## src/rtl/card_pair_matcher.sv

```systemverilog
`default_nettype none
// ============================================================================
// Module      : card_pair_matcher
// Description : Memory-game pair logic. Tracks per-card active/revealed
//               masks, fetches card symbols from the deck memory, compares
//               each revealed pair, holds it visible, then removes or hides
//               it. Counts pairs and moves and flags game over.
// Revision    : 1.0 - initial release
// ============================================================================
module card_pair_matcher #(
    parameter int NUM_MAX    = 18,
    parameter int ADDR_W     = 5,
    parameter int SYM_W      = 4,
    parameter int HIDE_DELAY = 65_000_000
) (
    input  logic               clk,
    input  logic               rst_n,
    input  logic               start,
    input  logic [ADDR_W-1:0]  num_of_cards,
    input  logic               event_occurred,
    input  logic [ADDR_W-1:0]  card_clicked_address,
    input  logic [ADDR_W-1:0]  card_to_test_address,
    output logic [1:0]         card_test_state,
    output logic               card_press_checker_en,
    output logic [ADDR_W-1:0]  sym_addr,
    input  logic [SYM_W-1:0]   sym_data,
    output logic [NUM_MAX-1:0] active_mask,
    output logic [NUM_MAX-1:0] revealed_mask,
    output logic [3:0]         pairs_found,
    output logic [7:0]         moves,
    output logic               game_over
);

    // Delay counter only needs to hold HIDE_DELAY-1.
    localparam int              CNT_W        = (HIDE_DELAY > 2) ? $clog2(HIDE_DELAY) : 1;
    localparam logic [CNT_W-1:0] C_DELAY_LOAD = CNT_W'(HIDE_DELAY - 1);

    typedef enum logic [3:0] {
        S_IDLE         = 4'd0,
        S_WAIT_FIRST   = 4'd1,
        S_FETCH_FIRST  = 4'd2,
        S_WAIT_SECOND  = 4'd3,
        S_FETCH_SECOND = 4'd4,
        S_COMPARE      = 4'd5,
        S_SHOW         = 4'd6,
        S_RESOLVE      = 4'd7,
        S_DONE         = 4'd8
    } state_t;

    state_t             r_state;
    state_t             w_next_state;

    logic [NUM_MAX-1:0] r_active;
    logic [NUM_MAX-1:0] r_revealed;
    logic [NUM_MAX-1:0] r_sel1;        // one-hot of first card (addr1)
    logic [NUM_MAX-1:0] r_sel2;        // one-hot of second card (addr2)
    logic [SYM_W-1:0]   r_sym1;
    logic [SYM_W-1:0]   r_sym2;
    logic               r_match;
    logic [CNT_W-1:0]   r_cnt;
    logic [3:0]         r_pairs;
    logic [3:0]         r_half;        // pairs needed to finish the game
    logic [7:0]         r_moves;
    logic [ADDR_W-1:0]  r_sym_addr;

    logic [NUM_MAX-1:0] w_click_sel;
    logic [NUM_MAX-1:0] w_init_mask;
    logic               w_test_act;
    logic               w_test_rev;
    logic               w_click_ok;
    logic               w_start_ok;
    logic [3:0]         w_pairs_inc;

    // Address decode for clicks and state queries, plus the new-game mask.
    // Out-of-range addresses decode to no card at all.
    always_comb begin
        w_click_sel = '0;
        w_init_mask = '0;
        w_test_act  = 1'b0;
        w_test_rev  = 1'b0;
        for (int i = 0; i < NUM_MAX; i++) begin
            if (card_clicked_address == ADDR_W'(i + 1)) begin
                w_click_sel[i] = 1'b1;
            end
            if (card_to_test_address == ADDR_W'(i + 1)) begin
                w_test_act = r_active[i];
                w_test_rev = r_revealed[i];
            end
            w_init_mask[i] = (i < int'(num_of_cards));
        end
    end

    assign w_click_ok  = event_occurred && (|(w_click_sel & r_active & ~r_revealed));
    assign w_start_ok  = start && !num_of_cards[0] && (num_of_cards != '0)
                         && (int'(num_of_cards) <= NUM_MAX);
    assign w_pairs_inc = r_match ? (r_pairs + 4'd1) : r_pairs;

    // State register.
    always_ff @(posedge clk or negedge rst_n) begin
        if (!rst_n) begin
            r_state <= S_IDLE;
        end else begin
            r_state <= w_next_state;
        end
    end

    // Next-state logic; start overrides everything, including a click.
    always_comb begin
        w_next_state = r_state;
        if (start) begin
            w_next_state = w_start_ok ? S_WAIT_FIRST : S_IDLE;
        end else begin
            case (r_state)
                S_WAIT_FIRST:   if (w_click_ok) w_next_state = S_FETCH_FIRST;
                S_FETCH_FIRST:  w_next_state = S_WAIT_SECOND;
                S_WAIT_SECOND:  if (w_click_ok) w_next_state = S_FETCH_SECOND;
                S_FETCH_SECOND: w_next_state = S_COMPARE;
                S_COMPARE:      w_next_state = S_SHOW;
                S_SHOW:         if (r_cnt == '0) w_next_state = S_RESOLVE;
                S_RESOLVE:      w_next_state = (w_pairs_inc == r_half) ? S_DONE : S_WAIT_FIRST;
                default:        w_next_state = r_state;
            endcase
        end
    end

    // Board masks, fetched symbols, delay counter and score counters.
    always_ff @(posedge clk or negedge rst_n) begin
        if (!rst_n) begin
            r_active   <= '0;
            r_revealed <= '0;
            r_sel1     <= '0;
            r_sel2     <= '0;
            r_sym1     <= '0;
            r_sym2     <= '0;
            r_match    <= 1'b0;
            r_cnt      <= '0;
            r_pairs    <= '0;
            r_half     <= '0;
            r_moves    <= '0;
            r_sym_addr <= '0;
        end else if (start) begin
            r_active   <= w_start_ok ? w_init_mask : '0;
            r_revealed <= '0;
            r_pairs    <= '0;
            r_moves    <= '0;
            r_half     <= w_start_ok ? 4'(num_of_cards >> 1) : 4'd0;
        end else begin
            case (r_state)
                S_WAIT_FIRST: begin
                    if (w_click_ok) begin
                        r_revealed <= r_revealed | w_click_sel;
                        r_sel1     <= w_click_sel;
                        r_sym_addr <= card_clicked_address;
                    end
                end
                S_FETCH_FIRST: r_sym1 <= sym_data;
                S_WAIT_SECOND: begin
                    if (w_click_ok) begin
                        r_revealed <= r_revealed | w_click_sel;
                        r_sel2     <= w_click_sel;
                        r_sym_addr <= card_clicked_address;
                    end
                end
                S_FETCH_SECOND: r_sym2 <= sym_data;
                S_COMPARE: begin
                    if (r_moves != 8'hFF) begin
                        r_moves <= r_moves + 8'd1;
                    end
                    r_match <= (r_sym1 == r_sym2);
                    r_cnt   <= C_DELAY_LOAD;
                end
                S_SHOW: begin
                    if (r_cnt != '0) begin
                        r_cnt <= r_cnt - CNT_W'(1);
                    end
                end
                S_RESOLVE: begin
                    r_revealed <= r_revealed & ~(r_sel1 | r_sel2);
                    if (r_match) begin
                        r_active <= r_active & ~(r_sel1 | r_sel2);
                    end
                    r_pairs <= w_pairs_inc;
                end
                default: ;
            endcase
        end
    end

    assign card_test_state       = {w_test_rev, w_test_act};
    assign card_press_checker_en = (r_state == S_WAIT_FIRST) || (r_state == S_WAIT_SECOND);
    assign sym_addr              = r_sym_addr;
    assign active_mask           = r_active;
    assign revealed_mask         = r_revealed;
    assign pairs_found           = r_pairs;
    assign moves                 = r_moves;
    assign game_over             = (r_state == S_DONE);

endmodule
`default_nettype wire

```

## config.mk

```make
export PLATFORM = sky130hd
export DESIGN_NAME = card_pair_matcher
export DESIGN_NICKNAME = d
export VERILOG_FILES = /design/src/rtl/card_pair_matcher.sv
export SDC_FILE = /design/constraint.sdc
export NUM_CORES = 1
export LEC_CHECK = 0
export CORE_MARGIN = 3
export CORE_UTILIZATION = 50
export DETAILED_ROUTE_END_ITERATION = 8
export PLACE_DENSITY = 0.72
export SLEW_MARGIN = 15
export SYNTH_ARGS = -nofsm -noshare
export SYNTH_HDL_FRONTEND = slang
export SYNTH_SLANG_ARGS = --single-unit
```

## constraint.sdc

```tcl
create_clock -name clk -period 4.63 [get_ports clk]
set_input_delay 0.6945 -clock clk [delete_from_list [all_inputs] [get_ports clk]]
set_output_delay 0.6945 -clock clk [all_outputs]
set_load 0.02 [all_outputs]
```

==> out/metrics.yaml, run 1 <==
cts_buffers: 17
worst-path-buf-inv: 2
port-buffer-count: 79
worstPathMaxFanout: 19
num_io_pins: 80
insertedDiodeCount: 0
first_pass_iters: 5
vias_per_cell: 6.34
p_comb_share_pct: 12.5
overflow: 0
hold_viol_final: 0
leakage_nw: 3.66
dp_hpwl_mm: 13.8
synth_cells: 680
cp-start-kind: "input pin"
cp-end-kind: "primary output"
num-nets-final: 781
antenna_left: 0
wire_per_inst_um: 21.1
power.switching_mw: 0.740
cts_max_level: 4
max_slew.worst_pin.slew_ns: 0.924
die-area_um2: 15600
p_int_mw: 2.09
skew_ns: 0.0139
fin_crit_sh_pct: 89.9
setup_violations: 0
row_count: 42
clkPwrFrac_pct: 42.8
status: "finished, final reports clean"
async_reset_ff_share_pct: 100
cpMostUsedCell: "clkdlybuf4s50_1"
slowest_delay_ns: 0.82
synth-seq-cells: 132
drive_gt1_share_pct: 15.6
start_util_pct: 52.3
grt_pass1_wl_mm: 32.1
antenna_found_initial: 0
syn_to_final_growth_pct: 20.7
die_x_um: 125
yosys_warnings: 0
drc: 0
worstSkewPairLatency_ns: 0.42
grt_use_total_pct: 25.5
cp.arrival_ns: 3.47
slew_headroom_pct: 38.4
cts.sinks: 132
swShare_pct: 26.1
synth-edff-count: 0
syn_nets: 706
hp-class: "in2async"
cts_resized: 0
syn_area_um2: 7090
critPathKind: "in2out"
powerDensity_nw_per_um2: 331
wl_mm: 19.8
cts_setup_buffers: 0
cp_data_required_time_ns: 3.94
clockBufferDepth: 2
tns_ns: 0
drv_cap: 0
cts-root-buf: "clkbuf_16"
synth_cell_type_count: 68
synth-main-ff-cell: "dfrtp_1"
core-area_um2: 13600
gp_congestion: 0.975
cts_tree: "yes"
crit_slowest_cell: "clkdlybuf4s50_1"
syn_area_per_cell_um2: 10.4
seq_area_frac_synth_pct: 46.6
grt_pass1_vias: 5999
slew_viol_final: 0
die_h_um: 125
seqPwrFrac_pct: 44.7
clk_transition_reported_paths_ns: 0.05
critPathTopFamily: "buffers and inverters"
num_vias: 5968
rsz0062_at_grt: "no"
grt_max_degree: 52
period_needed_ns: 4.16
critical_path.cell_chain: "clkdlybuf4s50_1 -> nor2b_1 -> a22oi_1 -> o21ai_0 -> a211oi_1 -> a311oi_1 -> a221oi_1 -> clkdlybuf4s50_1"
max_freq_mhz: 240
whs_ns: 0.219
drt-initial-drc-count: 572
ir_drop_v: 0.000241
hold_buffers: 0
-- power by group through the flow --
stage / clock network (mW) / registers (mW) / logic, mW
2_1_floorplan: 0 / 1.29 / 0.188
3_3_place_gp: 0 / 1.28 / 0.344
3_5_place_dp: 0 / 1.28 / 0.353
4_1_cts: 1.22 / 1.26 / 0.355
5_1_grt: 1.27 / 1.27 / 0.389
6_report: 1.21 / 1.27 / 0.354
-- final cells by class --
class | instances | area [um2]
Clock buffer | 24 | 492
Sequential cell | 132 | 3300
Multi-Input combinational cell | 492 | 3530
Timing Repair Buffer | 95 | 908
Inverter | 17 | 63.8
Fill cell | 1109 | 5010
Tap cell | 176 | 220
Clock inverter | 5 | 27.5
-- per-layer routing --
layer	vias up	part of all wire (%)	routed length, um	track usage [%]
met5	-	0	0	0
met1	2990	43	8550	33.4
met3	42	7.5	1490	7.21
li1	2661	-	-	-
met2	275	47	9340	41.2
met4	0	2.2	440	8.67
-- cells by family (layout without fill, tap and decap cells) --
logic type | Yosys count | after routing | share of synthesized area [%]
buf+inv | 56 | 141 | 3.58
simple gates | 226 | 226 | 16.9
fa+ha+maj | 3 | 3 | 0.530
mux | 62 | 62 | 10.8
xor+xnor | 39 | 39 | 4.82
flops | 132 | 132 | 46.6
compound gates | 162 | 162 | 16.7
-- final timing paths --
kind,startpoint,to,cells past startpoint,slack [ns]
max in group asynchronous,rst_n,r_cnt[4],2,3.37
worst min-delay path,rst_n,r_cnt[15],1,0.22
worst max register to register,r_state[2],active_mask[15],6,1.49
worst min register to register,r_half[0],r_half[0],1,0.52
min in group clk,r_half[0],r_half[0],1,0.52
worst max-delay path,card_to_test_address[1],card_test_state[1],8,0.47
-- synthesized netlist by cell type, drive strengths merged (6+ instances only) --
cell    instances  share of area (%)
nand3          26                1.8
o211ai          6               0.64
mux2           56                 10
dfrtp         132                 47
xnor2          25                3.1
inv            17               0.90
o21ai          54                3.8
a21oi          17                1.6
a211oi         12                1.3
nand4           9               0.79
nand4b          7               0.87
nand2b          9               0.79
a31o            9                1.1
clkbuf         22                1.2
nand2          46                2.4
nor3            7               0.49
xor2           14                1.7
nor4            8               0.92
or4             6               0.64
nor3b           6               0.64
a32o           25                3.5
buf            17                1.5
and2           11                1.0
nor2           56                3.0
mux2i           6               0.85
nor2b          14                1.2
-- worst reg2reg max path: cells and delay by family, from the launching register on --
family,cells,cell delay (ns)
flip-flops,1,0.51
buffers and inverters,1,0.27
AND/OR/NAND/NOR,3,1.41
AO/OA/AOI/OAI,2,0.84
-- sequential cells by signal (all words and copies together), names as in the netlist --
signal / flops
revealed_mask: 18
r_sym1: 4
active_mask: 18
r_cnt: 26
sym_addr: 5
r_match: 1
r_sel2: 18
moves: 8
r_sel1: 18
pairs_found: 4
r_half: 4
r_state: 4
r_sym2: 4
-- per-stage QoR --
step	power (mW)	setup slack [ns]	cell area [um2]	utilization [%]	cells
finish	2.83	0.468	8550	63.1	941
global route	2.93	0.333	8550	63.1	941
global placement	1.62	0.587	8020	59.2	912
CTS	2.84	0.516	8540	63.0	941
detailed placement	1.64	0.568	8020	59.2	912
floorplan	1.48	1.78	7090	-	680
-- layout by cell type, fill, tap and decap left out, types with 4 or more instances in the layout --
master / instances
xnor2_1: 25
clkdlybuf4s50_1: 78
buf_4: 17
a31o_2: 9
dfrtp_1: 132
mux2_2: 36
nor4_1: 6
nand3_1: 26
a21oi_1: 14
nand4b_1: 7
mux2_4: 20
a31oi_1: 5
nand2_1: 46
or4_1: 6
clkbuf_8: 4
clkinv_2: 4
nand4_1: 9
inv_1: 17
a32o_1: 24
xor2_1: 14
clkbuf_16: 17
a2111oi_0: 4
nor2b_1: 14
nand2b_1: 9
a211oi_1: 12
o21ai_0: 53
o221ai_1: 4
nor2_1: 56
and3_1: 4
mux2i_1: 6
nor3b_1: 6
o211ai_1: 6
or3_1: 5
nor3_1: 7
and2_1: 10
Power figures use the tool's default switching activity.
==> run 2: changes to the inputs <==
ABC_AREA = 1   (was default)
ABC_CLOCK_PERIOD_IN_PS = 4630   (was default)
==> out/metrics.yaml, run 2 <==
synth-compound-area-share_pct: 10.5  # was 16.7%
num-nets-final: 1143  # was 781
final_common_cell: "nand2_1"  # was dfrtp_1
drv_cap: 0  # unchanged
synth_simple_gate_area_share_pct: 32.8  # was 16.9%
antenna_left: 0  # unchanged
cts_resized: 0  # unchanged
cp-end-kind: "primary output"  # unchanged
cp_data_required_time_ns: 3.94  # about the same
skew_ns: 0.00930  # was 0.0139 ns
num_vias: 7475  # was 5968
worstSkewPairLatency_ns: 0.43  # was 0.42 ns
synth_top_family_by_area: "simple AND/OR/NAND/NOR gates"  # unchanged
cts_setup_buffers: 0  # unchanged
cp.arrival_ns: 2.96  # was 3.47 ns
overflow: 0  # unchanged
seq_area_frac_synth_pct: 43.2  # was 46.6%
critical_path.cell_chain: "clkdlybuf4s50_1 -> inv_1 -> nand3_1 -> inv_1 -> nand2_1 -> nor2_1 -> nor2_1 -> nand4_1 -> nand2_1 -> nand4_1 -> nand2_1 -> nand4_1 -> nor2_1 -> nand3_1 -> clkdlybuf4s50_1"  # was clkdlybuf4s50_1 -> nor2b_1 -> a22oi_1 -> o21ai_0 -> a211oi_1 -> a311oi_1 -> a221oi_1 -> clkdlybuf4s50_1
first_pass_iters: 7  # was 5
wl_mm: 22.4  # was 19.8 mm
die-area_um2: 16800  # was 15600 um2
cts.sinks: 132  # unchanged
grt_pass1_vias: 7003  # was 5999
syn_area_per_cell_um2: 7.30  # was 10.4 um2
dpl_worst_slack_ns: 0.965  # was 0.568 ns
wire_per_inst_um: 17.1  # was 21.1 um
final_cell_mix: "260 x nand2_1, 148 x inv_1, 132 x dfrtp_1"  # was 132 x dfrtp_1, 78 x clkdlybuf4s50_1, 56 x nor2_1
drive_gt1_share_pct: 5.75  # was 15.6%
setup_violations: 0  # unchanged
yosysTopAreaCell: "dfrtp_1"  # unchanged
seqPwrFrac_pct: 38.7  # was 44.7%
hp-class: "in2async"  # unchanged
ir_drop_v: 0.000361  # was 0.000241 V
antenna_found_initial: 0  # unchanged
cts-root-buf: "clkbuf_16"  # unchanged
synth-main-ff-cell: "dfrtp_1"  # unchanged
synth_cell_type_count: 40  # was 68
period_needed_ns: 3.66  # was 4.16 ns
clockBufferDepth: 2  # unchanged
powerDensity_nw_per_um2: 432  # was 331 nW/um2
power.switching_mw: 1.33  # was 0.740 mW
synthMostInstantiatedCell: "nand2_1"  # was dfrtp_1
status: "finished, final reports clean"  # unchanged
dp_hpwl_mm: 15.8  # was 13.8 mm
crit_slowest_cell: "clkdlybuf4s50_1"  # unchanged
yosys_warnings: 0  # unchanged
hold_buffers: 0  # unchanged
cts_tree: "yes"  # unchanged
syn_nets: 1074  # was 706
slew_headroom_pct: 35.3  # was 38.4%
cts_max_level: 4  # unchanged
synthMuxAreaShare_pct: 0  # was 10.8%
cp-start-kind: "input pin"  # unchanged
insertedDiodeCount: 0  # unchanged
cts_buffers: 17  # unchanged
row_count: 44  # was 42
critPathKind: "in2out"  # unchanged
grt_use_total_pct: 27.4  # was 25.5%
max_freq_mhz: 273  # was 240 MHz
rsz0062_at_grt: "no"  # unchanged
drt-initial-drc-count: 819  # was 572
p_total_mw: 3.94  # was 2.83 mW
fin_crit_sh_pct: 79.0  # was 89.9%
vias_per_cell: 5.69  # was 6.34
clkPwrFrac_pct: 36.8  # was 42.8%
synth-edff-count: 0  # unchanged
core-area_um2: 14800  # was 13600 um2
p_comb_share_pct: 24.5  # was 12.5%
syn_to_final_growth_pct: 19.1  # was 20.7%
slowest_delay_ns: 0.57  # was 0.82 ns
grt_pass1_wl_mm: 36.0  # was 32.1 mm
port-buffer-count: 79  # unchanged
largest_reg_flops: 26  # unchanged
num_io_pins: 80  # unchanged
leakage_nw: 4.25  # was 3.66 nW
synth.area.top_cells: "dfrtp_1 43%, nand2_1 13%, inv_1 7.3%"  # was dfrtp_1 47%, mux2_2 5.7%, mux2_4 4.2%
worst_slack_ns: 0.974  # was 0.468 ns
die_h_um: 130  # was 125 um
synth_common_cells: "260 x nand2_1, 149 x inv_1, 132 x dfrtp_1"  # was 132 x dfrtp_1, 56 x nor2_1, 53 x o21ai_0
slew_viol_final: 0  # unchanged
regMostFlops: "r_cnt"  # unchanged
swShare_pct: 33.9  # was 26.1%
hold_viol_final: 0  # unchanged
grt_max_degree: 103  # was 52
drc: 0  # unchanged
p_int_mw: 2.61  # was 2.09 mW
synth-xor-area-share_pct: 2.17  # was 4.82%
clk_transition_reported_paths_ns: 0.06  # was 0.05 ns
tns_ns: 0  # unchanged
gp_congestion: 0.939  # was 0.975
start_util_pct: 51.9  # was 52.3%
die_x_um: 130  # was 125 um
synth_top_area_share_pct: 43.2  # was 46.6%
worstPathMaxFanout: 6  # was 19
syn_area_um2: 7650  # was 7090 um2
synth_cells: 1048  # was 680
synth-seq-cells: 132  # unchanged
max_slew.worst_pin.slew_ns: 0.970  # was 0.924 ns
synth_fa_ha_area_share_pct: 0.491  # was 0.530%
async_reset_ff_share_pct: 100  # unchanged
==> run 2: cell types whose count changed in the layout (fill, tap and decap cells not counted), sizes merged, moves of 17 or more <==
cell / before / now
nand3: 26 / 60
inv: 17 / 152
mux2: 56 / 0
nor3: 7 / 51
o31ai: 2 / 19
a32o: 25 / 1
a21oi: 17 / 39
xnor2: 25 / 3
nand4: 9 / 55
nor2: 56 / 120
nand2: 46 / 268
==> run 2: worst max-delay path, delay by kind of cell <==
family                 cells  cell delay [ns]
buffers and inverters      4             1.32
and+or+nand+nor           11             0.95
==> run 2: cell families after synthesis <==
family,Yosys count
AO/OA/AOI/OAI,141
XOR/XNOR,19
adder cells (fa/ha/maj),3
buffers and inverters,189
flip-flops,132
AND/OR/NAND/NOR,564
==> run 2: path summary, 6_finish.rpt <==
| kind | slack [ns] | to | from | depth (start not counted) |
|---|---|---|---|---|
| max reg2reg | 2.00 | r_cnt[25] | r_state[3] | 14 |
| min reg2reg | 0.47 | r_sel1[7] | r_sel1[7] | 2 |
| max in group asynchronous | 3.30 | revealed_mask[17] | rst_n | 2 |
| min in group clk | 0.47 | r_sel1[7] | r_sel1[7] | 2 |
| max | 0.97 | card_test_state[0] | card_to_test_address[4] | 15 |
| min | 0.34 | sym_addr[3] | rst_n | 1 |
==> run 2: power groups by stage <==
| stage | clock [mW] | combinational [mW] | sequential, mW |
|---|---|---|---|
| after floorplan | 0 | 0.599 | 1.54 |
| after global placement | 0 | 0.944 | 1.54 |
| after detailed placement | 0 | 0.960 | 1.54 |
| after CTS | 1.46 | 0.962 | 1.52 |
| after global routing | 1.51 | 1.07 | 1.55 |
| final | 1.45 | 0.967 | 1.52 |
==> run 2: area by class of cell <==
type                    instances  area (um2)
inverters                     153         574
multi-input cells             727        3530
fillers                      1363        5640
flip-flops and latches        132        3300
clock inverters                12         179
clock buffers                  20         457
well taps                     184         230
repair buffers                 86         840
==> run 2: layer usage <==
layer  up-vias  track usage (%)  part of all wire [%]  wire length, um
met5         -                0                     0                0
met4         0             9.78                   2.2              493
met3        47             6.39                   9.1             2040
met2       360             42.2                    46            10200
met1      3506             38.0                    43             9680
li1       3562                -                     -                -
==> run 2: through the flow <==
step / hold slack [ns] / std cells / util (%) / instance area, um2
6_report: 0.339 / 1314 / 61.8 / 9110
5_1_grt: 0.434 / 1314 / 61.8 / 9110
4_1_cts: 0.425 / 1314 / 61.8 / 9110
3_5_place_dp: 0.459 / 1282 / 57.4 / 8480
3_3_place_gp: 0.453 / 1282 / 57.4 / 8480
2_1_floorplan: 0.399 / 1048 / - / 7650
==> run 3: changes to the inputs <==
ABC_CLOCK_PERIOD_IN_PS = 3500   (was 4630)
clock period = 3.5 ns   (was 4.63 ns; I/O delays follow)
==> out/metrics.yaml, run 3 (synthesis results as in run 2) <==
cp-end-kind: "primary output"  # unchanged
num-fill-cells: 1326  # was 1363
drive_gt1_share_pct: 6.83  # was 5.75%
cts-root-buf: "clkbuf_16"  # unchanged
max_slew.worst_pin.slew_ns: 0.784  # was 0.970 ns
slew_headroom_pct: 47.4  # was 35.3%
hold_buffers: 0  # unchanged
cp.arrival_ns: 2.68  # was 2.96 ns
worstPathMaxFanout: 7  # was 6
powerDensity_nw_per_um2: 582  # was 432 nW/um2
worstSkewPairLatency_ns: 0.42  # was 0.43 ns
worst_slack_ns: 0.290  # was 0.974 ns
crit_slowest_cell: "clkdlybuf4s50_1"  # unchanged
largest_reg_flops: 26  # unchanged
leakage_nw: 4.36  # was 4.25 nW
dp_hpwl_mm: 15.7  # was 15.8 mm
tns_ns: 0  # unchanged
rsz0062_at_grt: "no"  # unchanged
r2r_end: "r_cnt[25]"  # unchanged
p_total_mw: 5.40  # was 3.94 mW
cp-start-kind: "input pin"  # unchanged
overflow: 0  # unchanged
status: "finished, final reports clean"  # unchanged
antenna_left: 0  # unchanged
core-area_um2: 14800  # unchanged
port-buffer-count: 79  # unchanged
drc: 0  # unchanged
post-route-util_pct: 62.9  # was 61.8%
drt-initial-drc-count: 688  # was 819
grt_use_met2_pct: 43.0  # was 42.2%
cts_resized: 0  # unchanged
slowest_delay_ns: 0.60  # was 0.57 ns
cts_max_level: 4  # unchanged
critPathTopFamily: "simple AND/OR/NAND/NOR gates"  # was buffers and inverters
grtUsageMet3_pct: 5.20  # was 6.39%
regToRegSetupSlack_ns: 0.86  # was 2.00 ns
die-area_um2: 16800  # unchanged
clk_transition_reported_paths_ns: 0.06  # about the same
grt_pass1_wl_mm: 35.9  # was 36.0 mm
cpMostUsedCell: "nand4_1"
cts.sinks: 132  # unchanged
cts_setup_buffers: 0  # unchanged
reg2reg_from: "r_state[3]"  # unchanged
syn_to_final_growth_pct: 21.3  # was 19.1%
insertedDiodeCount: 0  # unchanged
vias_per_cell: 5.52  # was 5.69
row_count: 44  # unchanged
grt_pass1_vias: 6970  # was 7003
multi_input_area_um2: 3520  # was 3530 um2
gp_congestion: 0.978  # was 0.939
skew_ns: 0.00873  # was 0.00930 ns
first_pass_iters: 5  # was 7
cp_data_required_time_ns: 2.97  # was 3.94 ns
num_io_pins: 80  # unchanged
max_freq_mhz: 312
seqCellArea_um2: 3300  # unchanged
final_common_cell: "nand2_1"  # unchanged
drv_cap: 0  # unchanged
regMostFlops: "r_cnt"  # unchanged
hold_viol_final: 0  # unchanged
wl_mm: 22.1  # was 22.4 mm
start_util_pct: 51.9  # unchanged
final_cell_mix: "260 x nand2_1, 148 x inv_1, 132 x dfrtp_1"  # unchanged
use_met1_pct: 38.0  # about the same
fin_crit_sh_pct: 91.7
period_needed_ns: 3.21
hp-class: "in2async"  # unchanged
cts_tree: "yes"  # unchanged
top_usage_layer: "met2"  # unchanged
grt_use_total_pct: 27.3  # was 27.4%
antenna_found_initial: 0  # unchanged
num_vias: 7314  # was 7475
grt_max_degree: 85  # was 103
clockBufferDepth: 2  # unchanged
num-nets-final: 1156  # was 1143
ir_drop_v: 0.000569  # was 0.000361 V
critPathKind: "in2out"  # unchanged
setup_violations: 0  # unchanged
cts_buffers: 17  # unchanged
reg2regPathDepth: 14  # unchanged
critical_path.cell_chain: "clkdlybuf4s50_1 -> nor2_1 -> nand4_1 -> nand3_1 -> nor2_1 -> nand4_1 -> nand2_1 -> nand4_1 -> nand2_1 -> nand4_1 -> nor2_1 -> nand3_1 -> clkdlybuf4s50_1"  # was clkdlybuf4s50_1 -> inv_1 -> nand3_1 -> inv_1 -> nand2_1 -> nor2_1 -> nor2_1 -> nand4_1 -> nand2_1 -> nand4_1 -> nand2_1 -> nand4_1 -> nor2_1 -> nand3_1 -> clkdlybuf4s50_1
slew_viol_final: 0  # unchanged
die_x_um: 130  # unchanged
die_h_um: 130  # unchanged
worst-path-buf-inv: 2  # was 4
wire_per_inst_um: 16.7  # was 17.1 um
dpl_worst_slack_ns: 0.322  # was 0.965 ns
## run 3: changes by cell type in the layout (fill, tap and decap cells not counted), sizes merged
cell      delta
inv          +1
buf         +13
clkbuf       -2
bufinv       +3
clkinv       -1
clkinvlp     -2
## run 3: worst reg2reg max path: cells and delay by family, from the launching register on
kind                   cells  cell delay [ns]
DFF                        1             0.40
buffers and inverters      5             0.64
and+or+nand+nor            9             1.55
## run 3: metrics by stage
stage	hold slack (ns)	instances	cell area (um2)
final	0.160	1326	9290
after global routing	0.211	1326	9290
after CTS	0.188	1326	9290
after detailed placement	0.458	1295	8590
after global placement	0.453	1295	8590
after floorplan	0.229	1048	7650
## run 3: cell type report
type / instances / area share, %
Inverter: 153 / 6.19
Clock buffer: 18 / 4.73
Clock inverter: 13 / 2.74
Tap cell: 184 / 2.48
Timing Repair Buffer: 99 / 10.4
Sequential cell: 132 / 35.6
Multi-Input combinational cell: 727 / 37.9
## run 3: worst max-delay path by stage
stage | from | to | cells past startpoint
floorplan | card_to_test_address[1] | card_test_state[0] | 13
global placement | card_to_test_address[4] | card_test_state[0] | 15
detailed placement | card_to_test_address[1] | card_test_state[0] | 14
CTS | card_to_test_address[2] | card_test_state[0] | 13
global route | card_to_test_address[4] | card_test_state[1] | 15
finish | card_to_test_address[3] | card_test_state[0] | 13
## run 3: power breakdown
group          switching (mW)  total (mW)  internal (mW)  leakage (nW)
clock                   0.678        2.10           1.42         0.336
combinational           0.819        1.28          0.461          2.28
sequential              0.249        2.02           1.77          1.74
total                    1.75        5.40           3.66          4.36
## run 3: layer usage
layer	up-vias	wire length (um)
met3	43	1390
met1	3429	10000
met4	0	448
li1	3597	-
met2	245	10300
met5	-	0
